**config.mk**
```make
export PLATFORM = sky130hd
export DESIGN_NAME = sram_rw_ctrl
export DESIGN_NICKNAME = d
export VERILOG_FILES = /design/src/rtl/sram_rw_ctrl.sv
export SDC_FILE = /design/constraint.sdc
export NUM_CORES = 1
export LEC_CHECK = 0
export CAP_MARGIN = 20
export CORE_ASPECT_RATIO = 0.8
export CORE_MARGIN = 4
export CORE_UTILIZATION = 39
export DETAILED_ROUTE_END_ITERATION = 12
export HOLD_SLACK_MARGIN = 0.02
export PLACE_DENSITY_LB_ADDON = 0.3
export SYNTH_ARGS = -nofsm -noshare
export SYNTH_HDL_FRONTEND = slang
export SYNTH_SLANG_ARGS = --single-unit
export TNS_END_PERCENT = 50
```
**constraint.sdc**
```tcl
create_clock -name clock -period 2.75 [get_ports clock]
set_input_delay 0.275 -clock clock [delete_from_list [all_inputs] [get_ports clock]]
set_output_delay 0.275 -clock clock [all_outputs]
set_load 0.05 [all_outputs]
```
**src/rtl/sram_rw_ctrl.sv**
```systemverilog
// Single-port SRAM read/write controller with a 2-entry read-response FIFO.
// Optional power-on zero sweep of the whole array, enabled by SRAM_RW_CTRL_INIT_EN.
module sram_rw_ctrl #(
  parameter int unsigned ADDR_W = 8,
  parameter int unsigned DATA_W = 16
) (
  input  logic              clock,
  input  logic              reset_n,
  input  logic              req_valid,
  output logic              req_ready,
  input  logic              req_write,
  input  logic [ADDR_W-1:0] req_addr,
  input  logic [DATA_W-1:0] req_wmask,
  input  logic [DATA_W-1:0] req_wdata,
  output logic              resp_valid,
  input  logic              resp_ready,
  output logic [DATA_W-1:0] resp_rdata,
  output logic              init_done,
  output logic              sram_en,
  output logic              sram_wmode,
  output logic [ADDR_W-1:0] sram_addr,
  output logic [DATA_W-1:0] sram_wmask,
  output logic [DATA_W-1:0] sram_wdata,
  input  logic [DATA_W-1:0] sram_rdata
);

  logic [DATA_W-1:0] fifo_q [2];
  logic              wr_ptr_q, wr_ptr_d;
  logic              rd_ptr_q, rd_ptr_d;
  logic [1:0]        count_q, count_d;
  logic              rd_pend_q, rd_pend_d;

  logic       accept;
  logic       push;
  logic       pop;
  logic [2:0] occupancy;
  logic [2:0] occ_after_pop;

`ifdef SRAM_RW_CTRL_INIT_EN
  typedef enum logic [0:0] {StSweep, StReady} state_e;

  state_e            state_q, state_d;
  logic [ADDR_W-1:0] sweep_addr_q, sweep_addr_d;
  logic              sweep_active;

  // Gated by reset_n so the SRAM sees no command while reset is held.
  assign sweep_active = (state_q == StSweep) && reset_n;
  assign init_done    = (state_q == StReady);

  always_ff @(posedge clock or negedge reset_n) begin
    if (!reset_n) begin
      state_q      <= StSweep;
      sweep_addr_q <= '0;
    end else begin
      state_q      <= state_d;
      sweep_addr_q <= sweep_addr_d;
    end
  end

  always_comb begin
    state_d      = state_q;
    sweep_addr_d = sweep_addr_q;
    unique case (state_q)
      StSweep: begin
        sweep_addr_d = sweep_addr_q + {{(ADDR_W-1){1'b0}}, 1'b1};
        if (&sweep_addr_q) begin
          state_d = StReady;
        end
      end
      StReady: begin
        state_d = StReady;
      end
      default: begin
        state_d = StSweep;
      end
    endcase
  end
`else
  logic init_done_q;

  always_ff @(posedge clock or negedge reset_n) begin
    if (!reset_n) begin
      init_done_q <= 1'b0;
    end else begin
      init_done_q <= 1'b1;
    end
  end

  assign init_done = init_done_q;
`endif

  assign resp_valid = (count_q != 2'd0);
  assign resp_rdata = fifo_q[rd_ptr_q];
  assign pop        = resp_valid && resp_ready;
  assign push       = rd_pend_q;

  // Reads in flight plus buffered data must fit in the FIFO; a same-cycle pop frees a slot.
  assign occupancy     = {1'b0, count_q} + {2'b00, rd_pend_q};
  assign occ_after_pop = occupancy - {2'b00, pop};
  assign req_ready     = init_done && (occ_after_pop < 3'd2);
  assign accept        = req_valid && req_ready;

  always_comb begin
    sram_en    = 1'b0;
    sram_wmode = 1'b0;
    sram_addr  = '0;
    sram_wmask = '0;
    sram_wdata = '0;
`ifdef SRAM_RW_CTRL_INIT_EN
    if (sweep_active) begin
      sram_en    = 1'b1;
      sram_wmode = 1'b1;
      sram_addr  = sweep_addr_q;
      sram_wmask = '1;
      sram_wdata = '0;
    end else if (accept) begin
`else
    if (accept) begin
`endif
      sram_en    = 1'b1;
      sram_wmode = req_write;
      sram_addr  = req_addr;
      sram_wmask = req_wmask;
      sram_wdata = req_wdata;
    end
  end

  always_comb begin
    rd_pend_d = accept && !req_write;
    wr_ptr_d  = push ? ~wr_ptr_q : wr_ptr_q;
    rd_ptr_d  = pop ? ~rd_ptr_q : rd_ptr_q;
    count_d   = count_q;
    unique case ({push, pop})
      2'b10:   count_d = count_q + 2'd1;
      2'b01:   count_d = count_q - 2'd1;
      default: count_d = count_q;
    endcase
  end

  always_ff @(posedge clock or negedge reset_n) begin
    if (!reset_n) begin
      rd_pend_q <= 1'b0;
      wr_ptr_q  <= 1'b0;
      rd_ptr_q  <= 1'b0;
      count_q   <= 2'd0;
      fifo_q[0] <= '0;
      fifo_q[1] <= '0;
    end else begin
      rd_pend_q <= rd_pend_d;
      wr_ptr_q  <= wr_ptr_d;
      rd_ptr_q  <= rd_ptr_d;
      count_q   <= count_d;
      if (push) begin
        fifo_q[wr_ptr_q] <= sram_rdata;
      end
    end
  end

endmodule

```
==> results of run 1 <==
[cells in the mapped netlist, types with 2 or more instances]
library cell / n
nor3_2: 3
xnor2_1: 2
buf_6: 5
ha_1: 2
nand2_1: 43
buf_2: 3
nor3_1: 38
mux2_2: 48
xor2_1: 2
dfrtp_1: 38
inv_1: 3
clkbuf_1: 9
[final timing paths]
path	endpoint	slack, ns	depth (start not counted)
worst min-delay path	fifo_q[8]$_DFFE_PN0P_	0.08	1
worst min register to register	fifo_q[13]$_DFFE_PN0P_	0.51	1
worst max-delay path	sram_en	-0.14	8
min in group clock	fifo_q[13]$_DFFE_PN0P_	0.51	1
max in group asynchronous	fifo_q[13]$_DFFE_PN0P_	2.16	1
worst max register to register	push$_DFF_PN0_	0.38	7
[report_power, final]
group | leakage (nW) | total (mW) | switching, mW | internal (mW)
clock network | 0.0472 | 0.400 | 0.199 | 0.201
registers | 0.460 | 0.998 | 0.166 | 0.832
logic | 1.41 | 4.75 | 2.83 | 1.92
[per-layer routing]
layer	vias to the layer above	wire, um	GRT usage	share of wire
met2	93	4320	0.402	0.54
met3	20	536	0.0667	0.067
met4	0	184	0.0452	0.023
li1	982	-	-	-
met1	1069	3020	0.248	0.37
met5	-	0	0	0
[sequential cells by signal (all words and copies together), names as in the netlist]
register	count
count_q	2
fifo_q	32
init_done	1
push	1
rd_ptr_q	1
wr_ptr_q	1
[logic make-up after synthesis]
group           count (synthesis)  share of synthesized area
buf+inv                        21                     0.0575
mux                            48                      0.251
simple gates                   91                      0.198
flops                          38                      0.441
compound gates                  2                    0.00581
other cells                     1                    0.00174
fa+ha+maj                       3                     0.0209
xor+xnor                        5                     0.0238
[worst reg2reg max path, cell delays in order (launching register included)]
cell and delay [ns]:
dfrtp_1 0.40, o21a_1 0.23, ha_4 0.23, nand2b_4 0.14
fa_2 0.63, nand2_8 0.12, clkbuf_16 0.22, nor4b_1 0.30
[cell type report]
cell class / instances / area, um2 / area share
Inverter: 3 / 11.3 / 0.00249
Timing Repair Buffer: 140 / 1790 / 0.397
Sequential cell: 38 / 951 / 0.210
Multi-Input combinational cell: 150 / 1600 / 0.353
Clock buffer: 6 / 82.6 / 0.0183
Tap cell: 62 / 77.6 / 0.0171
Clock inverter: 2 / 12.5 / 0.00277
[placed cells by master (no fill, tap or decap), types with 2 or more instances in the layout]
cell type        count
xor2_1               2
mux2_2              48
nand2_1             42
inv_1                3
dfrtp_1             38
xnor2_1              2
buf_6               16
clkbuf_8             6
clkdlybuf4s50_1     76
buf_12              32
clkbuf_16            4
nor3_4              41
buf_4                9
[what timing repair did]
item                       CTS  global route
setup endpoints to repair   43            43
hold buffers                 0             0
gates cloned                 0             5
buffers inserted             0             2
pin swaps                   12            31
gates resized for setup     37             8
==> parameters.txt, run 1 <==
Parameter                              Value

Yosys
  Top cell type by total area after synthesis ... dfrtp_1
  Share of the synthesized area in the top cell type ... 0.441
  Synthesized area per cell ... 10.3 um2
  Number of synthesized flops with an enable pin ... 0
  Post-synthesis instance area ... 0.00215 mm2
  Synth unique cells ... 25
  Synth Flop Type ... dfrtp_1
  Proportion of register bits with asynchronous set or reset after synthesis ... 1.00
  Top cells by area, synth ... dfrtp_1 (44%), mux2_2 (25%), nor3_1 (8.8%)
  Number of nets produced by synthesis ... about 270
  Yosys warnings ... 0
  Count of state elements after synthesis ... 38
  Sequential cell area fraction in the yosys report ... 0.441
  Cells after Synth ... 209

Timing
  Final setup violation count ... 43
  Post-route worst hold slack ... 0.0769 ns
  Final setup slack of the worst path ... -0.139 ns
  Final worst-path cycle share ... 1.05
  Final setup skew ... 0.00311 ns
  Max frequency ... approximately 350 MHz
  Count of final max-slew check failures ... 0
  Relative slew slack ... 0.453
  Setup TNS ... -4.46 ns
  Slew at the pin closest to its max-slew limit ... 0.820 ns
  Minimum period implied by the final worst setup slack ... approximately 2.9 ns
  Hold violation total from the final report ... 0
  Setup repair after global routing missed its margin ... true

Worst setup path
  Endpoint required time on the critical path ... roughly 2.5 ns
  Worst setup path startpoint ... count_q[1]$_DFFE_PN0N_
  Buf/Inv on CP ... 2
  Cell type group with the largest total delay on the critical path ... adder cells
  List of cells traversed by the critical path ... o21a_1, ha_4, nand2b_4, fa_2, nand2_8, buf_16, nor3b_4, buf_12
  Crit Path Max Fanout ... 7
  CP max stage cell ... fa_2
  Largest incremental delay on the critical path ... 0.63 ns
  Critical Path End Type ... output pin
  Reg2Reg Launch Point ... count_q[1]$_DFFE_PN0N_
  Startpoint type of the worst setup path ... register
  Worst Path Class, Setup ... register to output pin
  Arrival time at the worst endpoint ... 2.61 ns

Clock network
  Maximum number of buffers from clock root to sink ... 2
  CTS buffer count ... 5
  Clock transition at path regs ... 0.07 ns
  TritonCTS clock tree ... built
  Maximum level of the CTS H-tree ... 2
  Clock latency of the later-clocked register in the worst-skew pair ... around 0.29 ns
  Clock sink count ... 38
  Cell at the root of the clock tree ... clkbuf_8

Die
  Number of top-level pins ... 122
  Total die area ... 0.00679 mm2
  Width of the die ... just over 90 um
  Core area ... 0.00518 mm2
  Height of the die ... about 74 um
  Initial cell density of the core ... 0.416
  Number of standard-cell rows in the floorplan ... 23

Finish
  Number of cells in the finished layout apart from fillers ... 401
  Fill cell total of the finished layout ... 237
  Area delta synth->final ... 110%
  Number of diodes added for antenna fixing ... 0
  Post-route cell area ... roughly 0.0045 mm2
  Share of final-layout standard cells stronger than drive strength 1 ... 0.499
  Count of nets after finishing ... 402
  Final standard cell utilization of the core ... 0.873

GRT
  Largest net degree at the start of global routing ... 44
  Via count of the first global-routing pass ... 2,258
  Leftover overflow at the end of global routing ... 0
  Total global-route track usage ... 0.215
  Antenna violations before repair ... 0
  Wire length of the first global-routing pass ... 11,400 um

Worst hold path
  Class of the tightest hold or removal check ... input pin to asynchronous set/reset pin

Pwr
  Leakage power of the design ... 1.92 nW
  Total power density per cell area ... 1360 mW/mm2
  Peak ir drop on the vdd network ... 0.000995 V
  Final Power ... a little over 6 mW

Placed design
  HPWL after detailed placement ... 4990 um
  Weighted congestion at the end of routability-driven global placement ... 0.712
  Worst slack, placed ... -0.125 ns
  Port bufs ... 121
  Placed cells ... between 300 and 400
  Placement Cell Area ... 0.00406 mm2

Routing
  Routed wirelength normalized by instance count ... between 20 and 25 um
  DRC violations left ... 0
  Number of detailed-route iterations in the first pass ... 4
  Total Routed Length ... 8060 um
  DRC violation total after the first TritonRoute iteration ... 73
  Post-DR vias/cell ... 5.40
  Antenna Violating Nets Remaining ... 0
  Detailed-route via count ... 2,164

Outcome
  Violated checks ... setup timing
  Result of the run ... finished, violations left

Flow run
  Number of max-cap violations ... 0
(Power assumes the default switching activity.)
==> run 2: changes to the inputs <==
--- a/config.mk
+++ b/config.mk
@@ -8,10 +8,11 @@
 export CAP_MARGIN = 20
 export CORE_ASPECT_RATIO = 0.8
 export CORE_MARGIN = 4
-export CORE_UTILIZATION = 39
+export CORE_UTILIZATION = 45
 export DETAILED_ROUTE_END_ITERATION = 12
+export DONT_BUFFER_PORTS = 1
 export HOLD_SLACK_MARGIN = 0.02
-export PLACE_DENSITY_LB_ADDON = 0.3
+export PLACE_DENSITY = 0.58
 export SYNTH_ARGS = -nofsm -noshare
 export SYNTH_HDL_FRONTEND = slang
 export SYNTH_SLANG_ARGS = --single-unit
==> run 2 against run 1 <==
  * Die area down 12%
  * First-iteration DRC count fell by 14%
  * Critical path type unchanged
  * Sequential share of layout area is 4.8 points higher
  * Global-route usage increased by 0.34 points
  * Hold slack got worse by 0.0084 ns
  * Worst setup slack gained 0.028 ns
  * Flip-flop and latch count unchanged
  * Maximum frequency is 0.99% higher
  * Register-to-register slack got worse by 0.05 ns
  * Wire length down 17%
  * The flow still finishes with violations (setup timing)
  * Largest cell class is now multi-input gates
  * Cell count decreased by 19%
==> parameters.txt, run 2 (synthesis results as in run 1) <==
Parameter                              Value

Timing
  Setup repair after global routing missed its margin ... true
  Slew at the pin closest to its max-slew limit ... about 0.80 ns
  Hold violation total from the final report ... 0
  Minimum period implied by the final worst setup slack ... 2.86 ns
  Final setup skew ... 0.00545 ns
  Post-route worst hold slack ... about 0.068 ns
  Final setup violation count ... 38
  Final worst-path cycle share ... 1.04
  Max frequency ... between 300 and 400 MHz
  Final setup slack of the worst path ... -0.110 ns
  Count of final max-slew check failures ... 0
  Relative slew slack ... 0.468

Finish
  Area used by multi-input combinational logic ... around 0.0016 mm2
  Registers with the most flip-flops ... fifo_q x32, count_q x2
  Leading cell type in the layout, fill and taps excluded ... mux2_2
  Leading cell types in the layout, fill and taps excluded ... mux2_2 (48), nand2_1 (42), nor3_4 (40)
  Count of nets after finishing ... between 300 and 400
  Fill cell total of the finished layout ... 250
  Post-route cell area ... 0.00368 mm2
  Share of final-layout standard cells stronger than drive strength 1 ... 0.640
  Area delta synth->final ... 70.7%
  Register with the most flip-flops ... fifo_q
  Number of diodes added for antenna fixing ... 0
  Largest register FFs ... 32
  Sequential cell area ... 951 um2

Worst setup path
  Arrival time at the worst endpoint ... 2.59 ns
  CP max stage cell ... fa_2
  Critical Path End Type ... output pin
  List of cells traversed by the critical path ... o21a_1, ha_4, nand2b_4, fa_2, nand2_4, buf_12, buf_12, nor3_4, buf_6
  Cell type group with the largest total delay on the critical path ... adder cells
  Buf/Inv on CP ... 3
  Crit-path most repeated cell ... buf_12
  Worst Path Class, Setup ... register to output pin
  Endpoint required time on the critical path ... 2.48 ns
  Largest incremental delay on the critical path ... 0.56 ns
  Crit Path Max Fanout ... 11
  Startpoint type of the worst setup path ... register

Routing
  DRC violation total after the first TritonRoute iteration ... 63
  Number of detailed-route iterations in the first pass ... 4
  DRC violations left ... 0
  Routed wl met3 ... 440 um
  Routed wirelength normalized by instance count ... 20.7 um
  Detailed-route via count ... between 1,500 and 2,000
  Total Routed Length ... roughly 6700 um
  Routed length on met2 ... 3780 um
  Detailed-routing wirelength on met1 ... 2430 um
  Antenna Violating Nets Remaining ... 0
  Post-DR vias/cell ... 5.51
  Highest routed layer ... met4

Die
  Height of the die ... about 70 um
  Total die area ... 0.00597 mm2
  Number of standard-cell rows in the floorplan ... 22
  Width of the die ... 85.4 um
  Number of top-level pins ... 122
  Core area ... 0.00460 mm2
  Initial cell density of the core ... 0.469

GRT
  Largest net degree at the start of global routing ... 44
  Antenna violations before repair ... 0
  Wire length of the first global-routing pass ... about 10,000 um
  Leftover overflow at the end of global routing ... 0
  Total global-route track usage ... 0.219
  Via count of the first global-routing pass ... about 1,900

Placed design
  Port bufs ... 0
  Worst slack, placed ... 0.0895 ns
  Weighted congestion at the end of routability-driven global placement ... 0.772
  HPWL after detailed placement ... between 4000 and 5000 um
  Placement Cell Area ... 0.00308 mm2

Outcome
  Result of the run ... finished, violations left
  Violated checks ... setup timing

Clock network
  CTS buffer count ... 5
  Cell at the root of the clock tree ... clkbuf_8
  Clock sink count ... 38
  Maximum number of buffers from clock root to sink ... 2
  TritonCTS clock tree ... built
  Clock transition at path regs ... 0.07 ns
  Clock latency of the later-clocked register in the worst-skew pair ... around 0.28 ns
  Maximum level of the CTS H-tree ... 2

Flow run
  Number of max-cap violations ... 0

Worst hold path
  Class of the tightest hold or removal check ... input pin to register
run 2: cell types whose count changed in the layout (fill, tap and decap cells not counted), sizes merged:
cell,before,now
buf,59,63
clkbuf,10,8
clkdlybuf4s50,76,0
clkinvlp,1,0
dlygate4sd3,0,1
dlymetal6s2s,1,0
run 2: through the flow:
stage               std cells  utilization  setup TNS [ns]
finish                    324        0.800           -3.22
global route              324        0.800           -6.49
CTS                       320        0.776           -2.63
detailed placement        301        0.670               0
global placement          301        0.670               0
floorplan                 209            -           -6.02
run 2: layer usage:
metal	global-route usage	vias up
met1	0.263	893
li1	-	821
met3	0.0660	6
met5	0	-
met4	0.0316	0
met2	0.392	66
run 2: worst register-to-register path: cells and delay by family (launching register included):
kind	cells	cell delay, ns
adder cells (fa/ha/maj)	2	0.79
AND/OR/NAND/NOR	3	0.56
flip-flops	1	0.40
buffers and inverters	2	0.34
AO/OA/AOI/OAI	1	0.22
run 2: cell type report:
type / count / area share
multi-input combinational: 150 / 0.428
timing repair buffer: 65 / 0.265
sequential: 38 / 0.259
clock buffer: 7 / 0.0235
tap: 60 / 0.0204
inverter: 3 / 0.00306
clock inverter: 1 / 0.00136
run 2: worst paths after layout:
path	from	end	slack, ns	depth (start not counted)
worst min-delay path	req_write	push$_DFF_PN0_	0.07	1
worst min register to register	fifo_q[19]$_DFFE_PN0P_	fifo_q[19]$_DFFE_PN0P_	0.51	1
min in group asynchronous	reset_n	fifo_q[15]$_DFFE_PN0P_	0.45	2
worst max register to register	count_q[0]$_DFFE_PN0N_	push$_DFF_PN0_	0.33	8
worst max-delay path	count_q[0]$_DFFE_PN0N_	sram_wmask[5]	-0.11	9
max in group asynchronous	reset_n	count_q[1]$_DFFE_PN0N_	2.12	2
run 2: what timing repair did:
| item | in CTS | in global routing |
|---|---|---|
| gates cloned | 3 | 1 |
| resized for setup | 45 | 14 |
| endpoints found under the hold margin | 38 | 0 |
| hold buffers | 2 | 0 |
| setup endpoints to repair | 43 | 43 |
| pin swaps | 24 | 17 |
| setup buffers | 6 | 3 |
Power of run 2 is left out: the tool's default activity adds up to more than one toggle a clock period on the data nets, which glitch-free logic cannot reach.
==> RTL change, RTL diff (config.mk and constraints of run 1) <==
Change the parameter `DATA_W` from 16 to 20.
--- a/src/rtl/sram_rw_ctrl.sv
+++ b/src/rtl/sram_rw_ctrl.sv
@@ -2,7 +2,7 @@
 // Optional power-on zero sweep of the whole array, enabled by SRAM_RW_CTRL_INIT_EN.
 module sram_rw_ctrl #(
   parameter int unsigned ADDR_W = 8,
-  parameter int unsigned DATA_W = 16
+  parameter int unsigned DATA_W = 20
 ) (
   input  logic              clock,
   input  logic              reset_n,
Ports: changed (6 resized); port bits go from 122 to 146. No check against the original RTL was run, so the function may have changed too.
==> RTL change against run 1 <==
The flow still finishes with violations (setup timing). Worst setup slack improved by 0.024 ns. Highest routed layer unchanged. Wire length is 2.2% higher. Sequential cell count grew 8. First-iteration DRC count fell by 15%. Sequential share of layout area up 1.5 points. Synthesized cell count grew 19%. Area after synthesis rose by 19%. Register-to-register slack better by 0.06 ns. Power grew 19%. Design area rose by 13%. Non-clock buffer count is 34 higher.
==> RTL change: results (changes against run 1) <==
- Post-CTS setup buffers: 3 (+3)
- Status: finished with violations
- Crit path max fanout: 9 (+2)
- CTS clock-pin slew for the worst setup and hold paths: 0.09 ns (+0.02 ns)
- Final WS setup: -0.115 ns (+0.0242 ns)
- Multi-input combinational area share: 0.353 (about the same)
- Critical path arrival: 2.59 ns (-0.02 ns)
- Seq/Total Area, Yosys: 0.447 (+0.00612)
- Sequential cell area: 0.00115 mm² (+21%)
- Vias: 2,487 (+15%)
- Post-Route Setup TNS: -4.11 ns (+0.352 ns)
- Synthesized Nets: 325 (+19%)
- WL met2: 4510 µm (+4.4%)
- Worst slack, placed: -0.0657 ns (+0.0595 ns)
- TritonCTS Sinks: 46 (+21%)
- Post-synthesis cell type count: 23 (-8.0%)
- Total GRT Usage: 0.196 (-0.0190)
- WL met1: 3210 µm (+6.3%)
- Setup violations, final: 51 (+19%)
- Failing checks: setup timing
- Placed Area: 0.00448 mm² (+10%)
- First-pass GRT wire length: 12,400 µm (+9.6%)
- Worst vdd ir: 0.865 mV (-13%)
- Clock buffer count: 7 (+1)
- M2 GR Usage: 0.351 (-0.0509)
- Non-clock buffer area fraction after layout: 0.379 (-0.0178)
- RePlAce Congestion: 0.771 (+8.3%)
## RTL change: cell count changes after synthesis
cell      delta
buf_2        +3
buf_4        -1
clkbuf_1     +2
dfrtp_1      +8
mux2_2      +12
nand2_1      +9
nand2_2      -1
nor3_1       +8
## RTL change: kinds of logic after synthesis
| logic type | share of synthesized area |
|---|---|
| other cells | 0.00146 |
| fa+ha+maj | 0.0175 |
| xor+xnor | 0.0199 |
| mux | 0.263 |
| buf+inv | 0.0540 |
| simple gates | 0.192 |
| flops | 0.447 |
| compound gates | 0.00486 |
## RTL change: worst max-delay path by stage
stage / end / slack [ns] / depth (start not counted)
after floorplan: sram_wdata[10] / -0.29 / 7
after detailed placement: sram_addr[2] / -0.07 / 9
after global routing: sram_wdata[0] / -0.18 / 8
after global placement: sram_en / -0.05 / 9
after CTS: sram_addr[7] / -0.09 / 8
final: sram_wdata[0] / -0.11 / 9
## RTL change: worst max-delay path, cell delays in order
cell             delay, ns
clkdlybuf4s50_1       0.47
o21a_1                0.18
ha_4                  0.22
nand2b_4              0.14
fa_2                  0.58
nand2_4               0.12
clkbuf_16             0.20
nor3_4                0.20
buf_6                 0.18
## RTL change: per-stage QoR
step | utilization | power [W] | cells
final | 0.799 | 0.00729 | 493
after global routing | 0.799 | 0.00766 | 493
after CTS | 0.764 | 0.00678 | 484
after detailed placement | 0.699 | 0.00581 | 472
after global placement | 0.699 | 0.00573 | 472
after floorplan | - | 0.00450 | 249
## RTL change: power by group
group | internal, W | leakage [nW] | switching [W] | total [W]
clock | 0.000272 | 0.0524 | 0.000224 | 0.000496
combinational | 0.00241 | 1.60 | 0.00322 | 0.00563
sequential | 0.00101 | 0.555 | 0.000152 | 0.00116
total | 0.00370 | 2.21 | 0.00360 | 0.00729
